## src/rtl/piece_drop_ctrl_pkg.sv

```systemverilog
// Shared types and constants for the falling-piece animation sequencer.
// Latency: n/a (declarations only).
// Backpressure: n/a (declarations only).
package drop_pkg;

    localparam int ROW_W = 3;
    localparam int COL_W = 3;
    localparam int CNT_W = 26;

    // Default tick reload values for a 50 MHz clock.
    localparam int unsigned TICK_SLOW_DEF = 32'd49999999;  // 1 s hold at the top row
    localparam int unsigned TICK_FAST_DEF = 32'd6249999;   // 1/8 s per row while falling

    typedef enum logic [1:0] {
        ST_IDLE = 2'd0,
        ST_HOLD = 2'd1,
        ST_FALL = 2'd2,
        ST_LAND = 2'd3
    } state_t;

endpackage

```

## src/rtl/piece_drop_ctrl_tick_counter.sv

```systemverilog
// Loadable 26-bit down-counter; zero flags a phase tick and the count parks at 0.
// Latency: load takes effect on the next edge; zero is decoded from the register.
// Backpressure: none; load has priority over the decrement.
//
// Ports: clk, clear_b (sync active-low), load, load_val -> zero.
module tick_counter
    import drop_pkg::*;
(
    input  logic             clk,
    input  logic             clear_b,
    input  logic             load,
    input  logic [CNT_W-1:0] load_val,
    output logic             zero
);

    logic [CNT_W-1:0] cnt_q;
    logic [CNT_W-1:0] cnt_d;

    assign zero = (cnt_q == '0);

    always_comb begin
        cnt_d = cnt_q;
        if (load) begin
            cnt_d = load_val;
        end else if (!zero) begin
            cnt_d = cnt_q - CNT_W'(1);
        end
    end

    always_ff @(posedge clk) begin
        if (!clear_b) begin
            cnt_q <= '0;
        end else begin
            cnt_q <= cnt_d;
        end
    end

endmodule

```

## src/rtl/piece_drop_ctrl.sv

```systemverilog
// Connect-4 falling-piece sequencer: validate a drop, hold at the top, step down per tick, pulse land.
// Latency: reject/busy one edge after an accepted/refused start; hold = TICK_SLOW+1 cycles, each row = TICK_FAST+1.
// Backpressure: start is only sampled in IDLE; requests while busy are dropped, the caller watches busy.
//
// Ports: clk, clear_b (sync active-low); start/col/player from the game FSM; col_occ from board memory
//        (for cur_col while busy, for col while idle). Outputs busy, cur_row, cur_col, cur_player, land, reject
//        are all registered or decoded from the state register.
module piece_drop_ctrl
    import drop_pkg::*;
#(
    parameter int          ROWS      = 6,
    parameter int          COLS      = 7,
    parameter int unsigned TICK_SLOW = TICK_SLOW_DEF,
    parameter int unsigned TICK_FAST = TICK_FAST_DEF
) (
    input  logic             clk,
    input  logic             clear_b,
    input  logic             start,
    input  logic [COL_W-1:0] col,
    input  logic             player,
    input  logic [ROWS-1:0]  col_occ,
    output logic             busy,
    output logic [ROW_W-1:0] cur_row,
    output logic [COL_W-1:0] cur_col,
    output logic             cur_player,
    output logic             land,
    output logic             reject
);

    localparam int               LAST_ROW_I = ROWS - 1;
    localparam logic [ROW_W:0]   LAST_ROW   = LAST_ROW_I[ROW_W:0];
    localparam logic [COL_W:0]   COLS_L     = COLS[COL_W:0];
    localparam logic [CNT_W-1:0] SLOW_L     = TICK_SLOW[CNT_W-1:0];
    localparam logic [CNT_W-1:0] FAST_L     = TICK_FAST[CNT_W-1:0];

    state_t             state_q,  state_d;
    logic [ROW_W-1:0]   row_q,    row_d;
    logic [COL_W-1:0]   col_q,    col_d;
    logic               player_q, player_d;
    logic               reject_q, reject_d;

    logic               tick;
    logic               cnt_load;
    logic [CNT_W-1:0]   cnt_load_val;

    // One bit wider than the row so the bottom row does not wrap back to 0.
    logic [ROW_W:0]     next_row;
    logic               below_blocked;
    logic               col_bad;

    assign next_row = {1'b0, row_q} + (ROW_W + 1)'(1);
    // Short-circuit keeps the out-of-range col_occ index at the bottom row from mattering.
    assign below_blocked = (next_row > LAST_ROW) || col_occ[next_row[ROW_W-1:0]];
    assign col_bad       = ({1'b0, col} >= COLS_L);

    tick_counter u_tick (
        .clk      (clk),
        .clear_b  (clear_b),
        .load     (cnt_load),
        .load_val (cnt_load_val),
        .zero     (tick)
    );

    always_comb begin
        state_d      = state_q;
        row_d        = row_q;
        col_d        = col_q;
        player_d     = player_q;
        reject_d     = 1'b0;
        cnt_load     = 1'b0;
        cnt_load_val = FAST_L;

        unique case (state_q)
            ST_IDLE: begin
                if (start) begin
                    if (col_bad || col_occ[0]) begin
                        reject_d = 1'b1;
                    end else begin
                        col_d        = col;
                        player_d     = player;
                        row_d        = '0;
                        cnt_load     = 1'b1;
                        cnt_load_val = SLOW_L;
                        state_d      = ST_HOLD;
                    end
                end
            end
            ST_HOLD: begin
                if (tick) begin
                    cnt_load = 1'b1;
                    state_d  = ST_FALL;
                end
            end
            ST_FALL: begin
                if (tick) begin
                    if (below_blocked) begin
                        // Counter is already parked at 0; no reload needed for LAND.
                        state_d = ST_LAND;
                    end else begin
                        row_d    = next_row[ROW_W-1:0];
                        cnt_load = 1'b1;
                    end
                end
            end
            ST_LAND: begin
                state_d = ST_IDLE;
            end
            default: begin
                state_d = ST_IDLE;
            end
        endcase
    end

    always_ff @(posedge clk) begin
        if (!clear_b) begin
            state_q  <= ST_IDLE;
            row_q    <= '0;
            col_q    <= '0;
            player_q <= 1'b0;
            reject_q <= 1'b0;
        end else begin
            state_q  <= state_d;
            row_q    <= row_d;
            col_q    <= col_d;
            player_q <= player_d;
            reject_q <= reject_d;
        end
    end

    assign busy       = (state_q != ST_IDLE);
    assign land       = (state_q == ST_LAND);
    assign reject     = reject_q;
    assign cur_row    = row_q;
    assign cur_col    = col_q;
    assign cur_player = player_q;

endmodule
```

## config.mk

```make
export PLATFORM = sky130hd
export DESIGN_NAME = piece_drop_ctrl
export DESIGN_NICKNAME = d
export VERILOG_FILES = /design/src/rtl/piece_drop_ctrl_pkg.sv /design/src/rtl/piece_drop_ctrl_tick_counter.sv /design/src/rtl/piece_drop_ctrl.sv
export SDC_FILE = /design/constraint.sdc
export NUM_CORES = 1
export LEC_CHECK = 0
export CAP_MARGIN = 20
export CORE_MARGIN = 8
export CORE_UTILIZATION = 42
export DETAILED_ROUTE_END_ITERATION = 16
export PLACE_DENSITY = 0.65
export SLEW_MARGIN = 20
export SYNTH_ARGS = -nofsm -noshare
export SYNTH_HDL_FRONTEND = slang
export SYNTH_SLANG_ARGS = --single-unit
```

## constraint.sdc

```tcl
create_clock -name clk -period 2.8 [get_ports clk]
set_clock_uncertainty 0.1 [all_clocks]
set_input_delay 0.84 -clock clk [delete_from_list [all_inputs] [get_ports clk]]
set_output_delay 0.84 -clock clk [all_outputs]
set_load 0.02 [all_outputs]
```

==> results of run 1 <==
[stage by stage]
step           total power [W]  hold WS, ps  instance area, um2  utilization (%)
2_1_floorplan         0.001666        370.4                2009                -
3_3_place_gp          0.002066        344.6                2480            53.21
3_5_place_dp          0.002079        349.6                2480            53.21
4_1_cts               0.002459        361.6                2572            55.19
5_1_grt               0.002667        387.4                2608            55.95
6_report              0.002466        361.2                2608            55.95
[synth_stat cells, drive strengths merged (3+ instances only)]
| master | count |
|---|---|
| or3 | 6 |
| a31oi | 6 |
| and3 | 3 |
| or4 | 9 |
| inv | 10 |
| nor3 | 3 |
| nand2b | 3 |
| o31ai | 7 |
| nor4 | 11 |
| ha | 8 |
| a21oi | 16 |
| nand3 | 5 |
| nand2 | 23 |
| buf | 3 |
| clkbuf | 6 |
| dfxtp | 36 |
| xnor2 | 16 |
| o21ai | 11 |
| xor2 | 7 |
| nor2 | 17 |
[power by group]
group          switching [W]  internal (W)  leakage, nW
clock               0.000187      0.000169       0.0410
sequential          0.000136      0.000673        0.296
combinational       0.000655      0.000645        0.644
total               0.000979       0.00149        0.981
[metal layers]
metal / routed length [um] / vias up / track usage [%]
li1: - / 955 / -
met1: 2413 / 872 / 18.39
met2: 2363 / 38 / 24.36
met3: 272 / 6 / 4.923
met4: 61 / 0 / 4.854
met5: 0 / - / 0
[area by class of cell]
class,instances,area share [%]
Clock inverter,1,0.1919
Multi-Input combinational cell,178,47.65
Timing Repair Buffer,54,17.66
Inverter,10,1.440
Sequential cell,36,27.69
Tap cell,54,2.591
Clock buffer,6,2.783
[worst max-delay path by stage]
stage                                              from                       endpoint  cells after the start
final                           state_q[1]$_SDFFE_PN0P_                           land                      2
after floorplan                 cur_row[1]$_SDFFE_PN0P_  u_tick.cnt_q[12]$_SDFFE_PN0P_                      8
after detailed placement                     col_occ[1]  u_tick.cnt_q[19]$_SDFFE_PN0P_                      7
after CTS                                    col_occ[1]  u_tick.cnt_q[19]$_SDFFE_PN0P_                      7
after global placement                       col_occ[4]  u_tick.cnt_q[12]$_SDFFE_PN0P_                      7
after global routing      u_tick.cnt_q[18]$_SDFFE_PN0P_  u_tick.cnt_q[14]$_SDFFE_PN0P_                      6
[logic make-up after synthesis]
family / Yosys count / share of synthesized area (%)
buffers and inverters: 19 / 4.369
adder cells (fa/ha/maj): 8 / 4.994
flip-flops: 36 / 35.95
AO/OA/AOI/OAI: 52 / 16.73
multiplexers: 4 / 2.684
AND/OR/NAND/NOR: 91 / 25.22
XOR/XNOR: 23 / 10.05
[worst register-to-register path, stage by stage, from the launching register on]
cell and delay [ps]:
dfxtp_1 340, or3_2 470, or4_4 590, or4_4 550
or4_4 460, o31ai_1 90
[state kept, by name, summed over array words and instances, names as in the netlist]
name and cells:
cur_row 3, state_q 2, reject 1, cur_player 1, u_tick.cnt_q 26, cur_col 3
[what timing repair did]
| action | 4_1_cts | 5_1_grt |
|---|---|---|
| setup endpoints to repair | 6 | 18 |
| buffers inserted | 0 | 1 |
| hold buffers | 0 | 0 |
| resized for setup | 2 | 9 |
| pin swaps | 0 | 6 |
==> metrics.md, run 1 <==
| Metric | Value |
|---|---|
| Largest net degree at the start of global routing | 24 |
| R2r endpoint | u_tick.cnt_q[16]$_SDFFE_PN0P_ |
| Area Growth Syn to Fin | 30.09% |
| Nets | just over 300 |
| Clock root cell | clkbuf_8 |
| Final Setup Violations | 0 |
| Post-synth ARST share | 0% |
| CTS tree | done |
| Reg area | 721.9 um2 |
| Mapped Cells | between 200 and 250 |
| Clock Latency Late Sink | roughly 300 ps |
| Yosys reg bits | 36 |
| RSZ-0062 raised after global routing | no |
| R2R cell count | 5 |
| DRT iter0 DRCs | between 70 and 80 |
| Final worst slack | 107.2 ps |
| Worst min-delay path startpoint | cur_col[2]$_SDFFE_PN0P_ |
| Ant. Diodes | 0 |
| # IOs | 23 |
| Crit path max-delay family | buffers and inverters |
| Routed vias/inst | roughly 5.5 |
| DR vias | around 1900 |
| Reg-to-Reg Start | u_tick.cnt_q[18]$_SDFFE_PN0P_ |
| Initial antenna violation count | 0 |
| DRC viols | 0 |
| Max-slew violations | 0 |
| Layout fillers | approximately 430 |
| Power per cell area | 945.6 nW/um2 |
| Post-DP HPWL | ~3800 um |
| Fin crit period | between 2000 and 3000 ps |
| Inst Count DP | 331 |
| Total grt overflow | 0 |
| PortBufs | 22 |
| Fmax | 0.3714 GHz |
| Fraction of layout cells with a size suffix above 1 | between 20 and 25% |
| Fin. Hold Viols | 0 |
| Most frequent cells in the layout | dfxtp_1 (35), buf_4 (32), nand2_1 (23) |
| Max-slew headroom | 67.93% |
| GPL Wtd Cong | 0.8319 |
| Max clock buf depth | 2 |
| Die height | ~85 um |
| Row count | 25 |
| Slew @ Worst Pin | roughly 480 ps |
| Die area | 7239 um2 |
| Register area share after synthesis | between 30% and 40% |
| Highest-delay cell along the critical path | clkdlybuf4s50_1 |
| WHS Path Cells | 2 |
| Startpoint types | register |
| Share of the synthesized area in the top cell type | a little over a third |
| Routed WL | 5111 um |
| Core area | approximately 4700 um2 |
| Crit path cell chain | ha_1, clkdlybuf4s50_1 |
| Leading area contributor after synthesis | dfxtp_1 |
| Synth cell types | 49 |
| Syn nets | about 250 |
| Total track usage | between 10% and 20% |
| Non-Filler Instances | roughly 340 |
| Reg2Reg Setup Slack | between 100 and 150 ps |
| Post-Syn Area | ~2000 um2 |
| Multi-input gate area | around 1200 um2 |
| Pre-CTS WS | -308.1 ps |
| CP endpoint kind | output port |
| Worst setup path class | register to output port |
| Max H-tree Level | 2 |
| CP Buf/Inv Count | 1 |
| Largest fanout on the critical path | 9 |
| Clk slew on worst S/H paths | roughly 70 ps |
| Worst Hold Class | register to register |
| Syn avg cell area | about 8.6 um2 |
| Static leakage | 0.9807 nW |
| VDD IR max | 0.0004697 V |
| Worst Hold End | cur_col[2]$_SDFFE_PN0P_ |
| Synth top area cells | dfxtp_1 (36%), xnor2_1 (7.0%), ha_1 (5.0%) |
| Max incr delay on CP | slightly below 700 ps |
| Num CTS Buffers | 5 |
| Final Cycle Share | a little over nine tenths |
| Max-cap violations | 0 |
| EDFF count, synth | 0 |
| Final TNS setup | 0 ps |
| Post-route ant nets | 0 |
| Commonest non-fill, non-tap cell in the layout | dfxtp_1 |
| Ys flop type | dfxtp_1 |
| Crit path required time | approximately 1900 ps |
| DR WL/cell | about 15 um |
| Status | completed |
| Ys Warns | 0 |
| DR pass1 iterations | 4 |
| CP arrival | between 1500 and 2000 ps |
| First-pass GRT wire length | 8866 um |
| Clock Sinks | 36 |
| Die width | around 85 um |
| Vias in the first global route | 1861 |
| Initial Util | between 40 and 50% |
Note: power is estimated with default switching activity, not from simulation.
==> run 2: changes to the inputs <==
--- a/config.mk
+++ b/config.mk
@@ -7,9 +7,9 @@
 export LEC_CHECK = 0
 export CAP_MARGIN = 20
 export CORE_MARGIN = 8
-export CORE_UTILIZATION = 42
+export CORE_UTILIZATION = 50
 export DETAILED_ROUTE_END_ITERATION = 16
-export PLACE_DENSITY = 0.65
+export PLACE_DENSITY = 0.75
 export SLEW_MARGIN = 20
 export SYNTH_ARGS = -nofsm -noshare
 export SYNTH_HDL_FRONTEND = slang
==> metrics.md, run 2 (synthesis results as in run 1) <==
| Metric | Value |
|---|---|
| Status | completed |
| DRT iter0 DRCs | 98 (+26%) |
| Slew @ Worst Pin | 500.5 ps (+23.80 ps) |
| Power per cell area | 984.8 nW/um2 (+4.1%) |
| R2R cell count | 5 (unchanged) |
| Clock root cell | clkbuf_8 |
| # IOs | 23 (unchanged) |
| PortBufs | 22 (unchanged) |
| Post-DP HPWL | 3823 um (-0.24%) |
| Pwr Total | 0.002563 W (+3.9%) |
| WL met2 | 2405 um (+1.8%) |
| CP arrival | 2810 ps (+1060 ps) |
| Total track usage | 16.76% (+1.7 points) |
| Switching Fraction | 38.04% (-1.7 points) |
| Max-cap violations | 0 (unchanged) |
| Largest fanout on the critical path | 4 (-5) |
| DR pass1 iterations | 4 (unchanged) |
| Reg area | 721.9 um2 (unchanged) |
| Startpoint types | register |
| Routed WL | 5011 um (-2.0%) |
| Pint | 0.001588 W (+6.8%) |
| Fmax | 0.3682 GHz (-0.85%) |
| Largest Register | u_tick.cnt_q |
| Area Growth Syn to Fin | 29.84% |
| Fin crit period | 2716 ps (+22.96 ps) |
| Max-slew headroom | 66.33% (-1.6 points) |
| Max clock buf depth | 2 (unchanged) |
| CTS tree | done |
| Clock Sinks | 36 (unchanged) |
| Clk slew on worst S/H paths | 70 ps (about the same) |
| GPL Wtd Cong | 0.8355 (+0.43%) |
| Vias in the first global route | 1912 (+2.7%) |
| Total grt overflow | 0 (unchanged) |
| Flop pwr share | 31.6% (-1.2 points) |
| Routed wl met3 | 318 um (+17%) |
| Most frequent cells in the layout | dfxtp_1 (35), buf_4 (28), nand2_1 (23) |
| Commonest non-fill, non-tap cell in the layout | dfxtp_1 |
| Crit path to | u_tick.cnt_q[16]$_SDFFE_PN0P_ |
| Fin. Hold Viols | 0 (unchanged) |
| VDD IR max | 0.0004518 V (-3.8%) |
| RSZ-0062 raised after global routing | no |
| Metal1 wirelength | 2248 um (-6.8%) |
| Largest net degree at the start of global routing | 24 (unchanged) |
| DRC viols | 0 (unchanged) |
| Die height | 79.32 um (-6.8%) |
| Reg2Reg Setup Slack | 80 ps (-20 ps) |
| Post-route ant nets | 0 (unchanged) |
| Max reg flops | 26 (unchanged) |
| CP startpoint | u_tick.cnt_q[8]$_SDFFE_PN0P_ |
| Ant. Diodes | 0 (unchanged) |
| Die area | 6291 um2 (-13%) |
| Switch Pwr | 0.0009749 W (-0.39%) |
| CP endpoint kind | register |
| Routed vias/inst | 5.598 (+1.4%) |
| Final TNS setup | 0 ps (unchanged) |
| Worst Hold Class | register to register |
| Core area | 3943 um2 (-15%) |
| Max-slew violations | 0 (unchanged) |
| Static leakage | 0.9790 nW (-0.17%) |
| Layout fillers | 322 (-25%) |
| Post-CTS Hold Buffers | 0 (unchanged) |
| Crit path required time | 2890 ps (+1030 ps) |
| Clock Latency Late Sink | 290 ps (about the same) |
| Reg-to-Reg Start | u_tick.cnt_q[8]$_SDFFE_PN0P_ |
| First-pass GRT wire length | 8528 um (-3.8%) |
| DR WL/cell | 15.05 um (-0.19%) |
| Final Cycle Share | 96.99% (+0.82 points) |
| Num CTS Buffers | 5 (unchanged) |
| Multi-input gate area | 1231 um2 (-0.91%) |
| Comb pwr share | 50.9% (-1.8 points) |
| Worst setup path class | register to register |
| Max Used Layer | met4 |
| DR vias | 1864 (-0.37%) |
| Clk pwr share | 17.5% (+3.0 points) |
| Die width | 79.32 um (-6.8%) |
| Max H-tree Level | 2 (unchanged) |
| Row count | 23 (-8.0%) |
| Initial antenna violation count | 0 (unchanged) |
| Initial Util | 50.84% (+7.8 points) |
| Nets | 303 (-0.98%) |
| Final Setup Violations | 0 (unchanged) |
| R2r endpoint | u_tick.cnt_q[16]$_SDFFE_PN0P_ |
| Fraction of layout cells with a size suffix above 1 | 19.08% (-1.3 points) |
run 2: final cells by class:
class,count,area share [%]
well taps,50,2.404
repair buffers,51,16.97
inverters,10,1.442
clock inverters,2,1.346
flip-flops and latches,36,27.74
clock buffers,6,2.788
multi-input cells,178,47.31
run 2: power groups by stage:
stage / registers, W / logic, W / clock network (W)
after global placement: 0.000811 / 0.00125 / 0
final: 0.000809 / 0.00130 / 0.000449
after floorplan: 0.000811 / 0.000856 / 0
after global routing: 0.000828 / 0.00144 / 0.000479
after CTS: 0.000806 / 0.00129 / 0.000459
after detailed placement: 0.000818 / 0.00127 / 0
run 2: stage by stage:
| stage | hold WS [ps] | setup WS (ps) | utilization, % | cell area, um2 | std cells |
|---|---|---|---|---|---|
| 2_1_floorplan | 370.4 | 115.1 | - | 2009 | 233 |
| 3_3_place_gp | 345.2 | -210.3 | 62.20 | 2452 | 324 |
| 3_5_place_dp | 350.3 | -275.7 | 62.20 | 2452 | 324 |
| 4_1_cts | 364.1 | 21.55 | 65.06 | 2565 | 332 |
| 5_1_grt | 384.9 | 5.316 | 66.01 | 2603 | 333 |
| 6_report | 361.2 | 84.26 | 66.01 | 2603 | 333 |
run 2: worst min path at each step:
stage                                 startpoint                      endpoint  slack (ps)  depth (start not counted)
finish                   cur_player$_SDFFE_PN0P_       cur_player$_SDFFE_PN0P_         360                          2
global route             cur_player$_SDFFE_PN0P_       cur_player$_SDFFE_PN0P_         380                          2
CTS                      cur_player$_SDFFE_PN0P_       cur_player$_SDFFE_PN0P_         360                          2
detailed placement       cur_player$_SDFFE_PN0P_       cur_player$_SDFFE_PN0P_         350                          2
global placement         cur_col[0]$_SDFFE_PN0P_       cur_col[0]$_SDFFE_PN0P_         350                          2
floorplan           u_tick.cnt_q[7]$_SDFFE_PN0P_  u_tick.cnt_q[7]$_SDFFE_PN0P_         370                          2
run 2: what timing repair did:
| item | in CTS | in global routing |
|---|---|---|
| buffers inserted | 0 | 1 |
| pin swaps | 0 | 3 |
| endpoints found under the setup margin | 2 | 18 |
| gates resized for setup | 1 | 6 |
run 2: worst max-delay path, cell delays in order (launching register included):
cell	delay (ps)
dfxtp_1	310
or4_4	540
or4_4	560
or4_4	550
or4_4	470
o31ai_1	90
run 2: metal layers:
metal  GRT usage, %  vias up
li1               -      947
met1          18.90      863
met2          29.01       50
met3          5.643        4
met4          5.185        0
met5              0        -
==> run 3: changes to the inputs <==
==> constraint.sdc (replaced) <==
create_clock -name clk -period 2.3 [get_ports clk]
set_clock_uncertainty 0.1 [all_clocks]
set_input_delay 0.69 -clock clk [delete_from_list [all_inputs] [get_ports clk]]
set_output_delay 0.69 -clock clk [all_outputs]
set_load 0.02 [all_outputs]
==> metrics.md, run 3 (synthesis results as in run 1) <==
| Metric | Value |
|---|---|
| # IOs | 23 (unchanged) |
| Commonest non-fill, non-tap cell in the layout | buf_4 |
| Met1 usage in global routing | 19.39% (+0.48 points) |
| Layout fillers | 295 (-8.4%) |
| PortBufs | 22 (unchanged) |
| Placed cell areas | 2716 um2 (+11%) |
| Clk slew on worst S/H paths | 70 ps (about the same) |
| VDD IR max | 0.0005506 V (+22%) |
| Clock Sinks | 36 (unchanged) |
| Status | complete, but fails checks |
| DR WL/cell | 15.44 um (+2.6%) |
| GPL Wtd Cong | 0.8344 (-0.13%) |
| Initial antenna violation count | 0 (unchanged) |
| Worst Hold Class | register to register |
| RSZ-0062 raised after global routing | yes |
| Clock Latency Late Sink | 290 ps (about the same) |
| Busiest layer in global routing | met2 |
| Max-slew headroom | 75.55% (+9.2 points) |
| Slew @ Worst Pin | 363.5 ps (-137.0 ps) |
| Fin. Hold Viols | 0 (unchanged) |
| Post-DP HPWL | 3959 um (+3.5%) |
| Routed WL | 5604 um (+12%) |
| Ant. Diodes | 0 (unchanged) |
| Worst setup path class | register to register |
| Total grt overflow | 0 (unchanged) |
| Final worst slack | -357.1 ps (-441.3 ps) |
| Max H-tree Level | 2 (unchanged) |
| Fraction of layout cells with a size suffix above 1 | 33.87% (+15 points) |
| Final Cycle Share | 115.5% (+19 points) |
| CP arrival | 2750 ps (-60 ps) |
| Vias in the first global route | 2079 (+8.7%) |
| Largest fanout on the critical path | 4 (unchanged) |
| Crit path required time | 2400 ps (-490 ps) |
| Routed vias/inst | 5.570 (-0.49%) |
| Clock root cell | clkbuf_8 |
| M2 GR Usage | 32.29% (+3.3 points) |
| Row count | 23 (unchanged) |
| Static leakage | 1.205 nW (+23%) |
| Final Setup Violations | 31 (+31) |
| Num CTS Buffers | 5 (unchanged) |
| Max-cap violations | 0 (unchanged) |
| Design Area, Final | 2957 um2 (+14%) |
| DRC viols | 0 (unchanged) |
| DR pass1 iterations | 4 (unchanged) |
| Fin crit period | 2657 ps (-58.67 ps) |
| Failing checks | setup timing |
| Die height | 79.32 um (unchanged) |
| Inst Count DP | 354 (+9.3%) |
| Post-CTS Hold Buffers | 0 (unchanged) |
| Non-Filler Instances | 363 (+9.0%) |
| Largest Register | u_tick.cnt_q |
| Die width | 79.32 um (unchanged) |
| Die area | 6291 um2 (unchanged) |
| Max-slew violations | 0 (unchanged) |
| Power per cell area | 1152 nW/um2 (+17%) |
| DR vias | 2022 (+8.5%) |
| Most frequent cells in the layout | buf_4 (55), dfxtp_1 (32), nand2_1 (20) |
| Max clock buf depth | 2 (unchanged) |
| Met3 global-route usage | 4.515% (-1.1 points) |
| First-pass GRT wire length | 9087 um (+6.6%) |
| Initial Util | 50.84% (unchanged) |
| Post-route ant nets | 0 (unchanged) |
| Total track usage | 17.87% (+1.1 points) |
| Core area | 3943 um2 (unchanged) |
| DRT iter0 DRCs | 85 (-13%) |
| Largest net degree at the start of global routing | 24 (unchanged) |
| Nets | 334 (+10%) |
| Area Growth Syn to Fin | 47.50% |
| Worst Hold Slack | 353.6 ps (-7.636 ps) |
| Startpoint types | register |
| Pre-CTS WS | -552.1 ps (-276.4 ps) |
| Fmax | 0.3764 GHz (+2.2%) |
| CP endpoint kind | register |
| Max reg flops | 26 (unchanged) |
| CTS tree | done |
[run 3: area by class of cell]
type                       instances  area (um2)  area share (%)
sequential                        36       728.2           24.63
tap                               50       62.56           2.116
inverter                          10       37.54           1.270
multi-input combinational        178        1338           45.24
timing repair buffer              82       694.4           23.49
clock buffer                       7       96.34           3.259
[run 3: timing repair]
item | CTS | global route
cloned | 0 | 0
endpoints found under the setup margin | 32 | 32
resized for setup | 28 | 9
pin swaps | 19 | 5
buffers inserted | 2 | 0
[run 3: critical path: stages, from the launching register on]
cell and delay (ps):
dfxtp_2 330, or4_4 540, or4_4 520, or4_4 500
or4_4 470, o31ai_1 100
[run 3: final timing paths]
check | from | to | slack [ps] | cells past startpoint
setup / recovery | u_tick.cnt_q[14]$_SDFFE_PN0P_ | u_tick.cnt_q[9]$_SDFFE_PN0P_ | -360 | 5
hold / removal | cur_col[2]$_SDFFE_PN0P_ | cur_col[2]$_SDFFE_PN0P_ | 350 | 2
hold reg to reg | cur_col[2]$_SDFFE_PN0P_ | cur_col[2]$_SDFFE_PN0P_ | 350 | 2
setup reg to reg | u_tick.cnt_q[14]$_SDFFE_PN0P_ | u_tick.cnt_q[9]$_SDFFE_PN0P_ | -360 | 5
[run 3: through the flow]
stage	util, %	TNS [ps]	total power [W]
final	74.99	-7205	0.003407
after global routing	74.99	-8930	0.003623
after floorplan	-	-3701	0.002049
after detailed placement	68.90	-12900	0.002750
after CTS	73.88	-6792	0.003375
after global placement	68.90	-12260	0.002706
[run 3: routing by layer]
metal  routed length [um]  up-vias
met3                  232        7
li1                     -     1007
met2                 2818       46
met4                   85        0
met1                 2468      962
met5                    0        -
[run 3: report_power, final]
group / internal, W / total (W) / switching (W)
sequential: 0.000822 / 0.000967 / 0.000145
clock: 0.000267 / 0.000496 / 0.000229
combinational: 0.000991 / 0.00194 / 0.000953
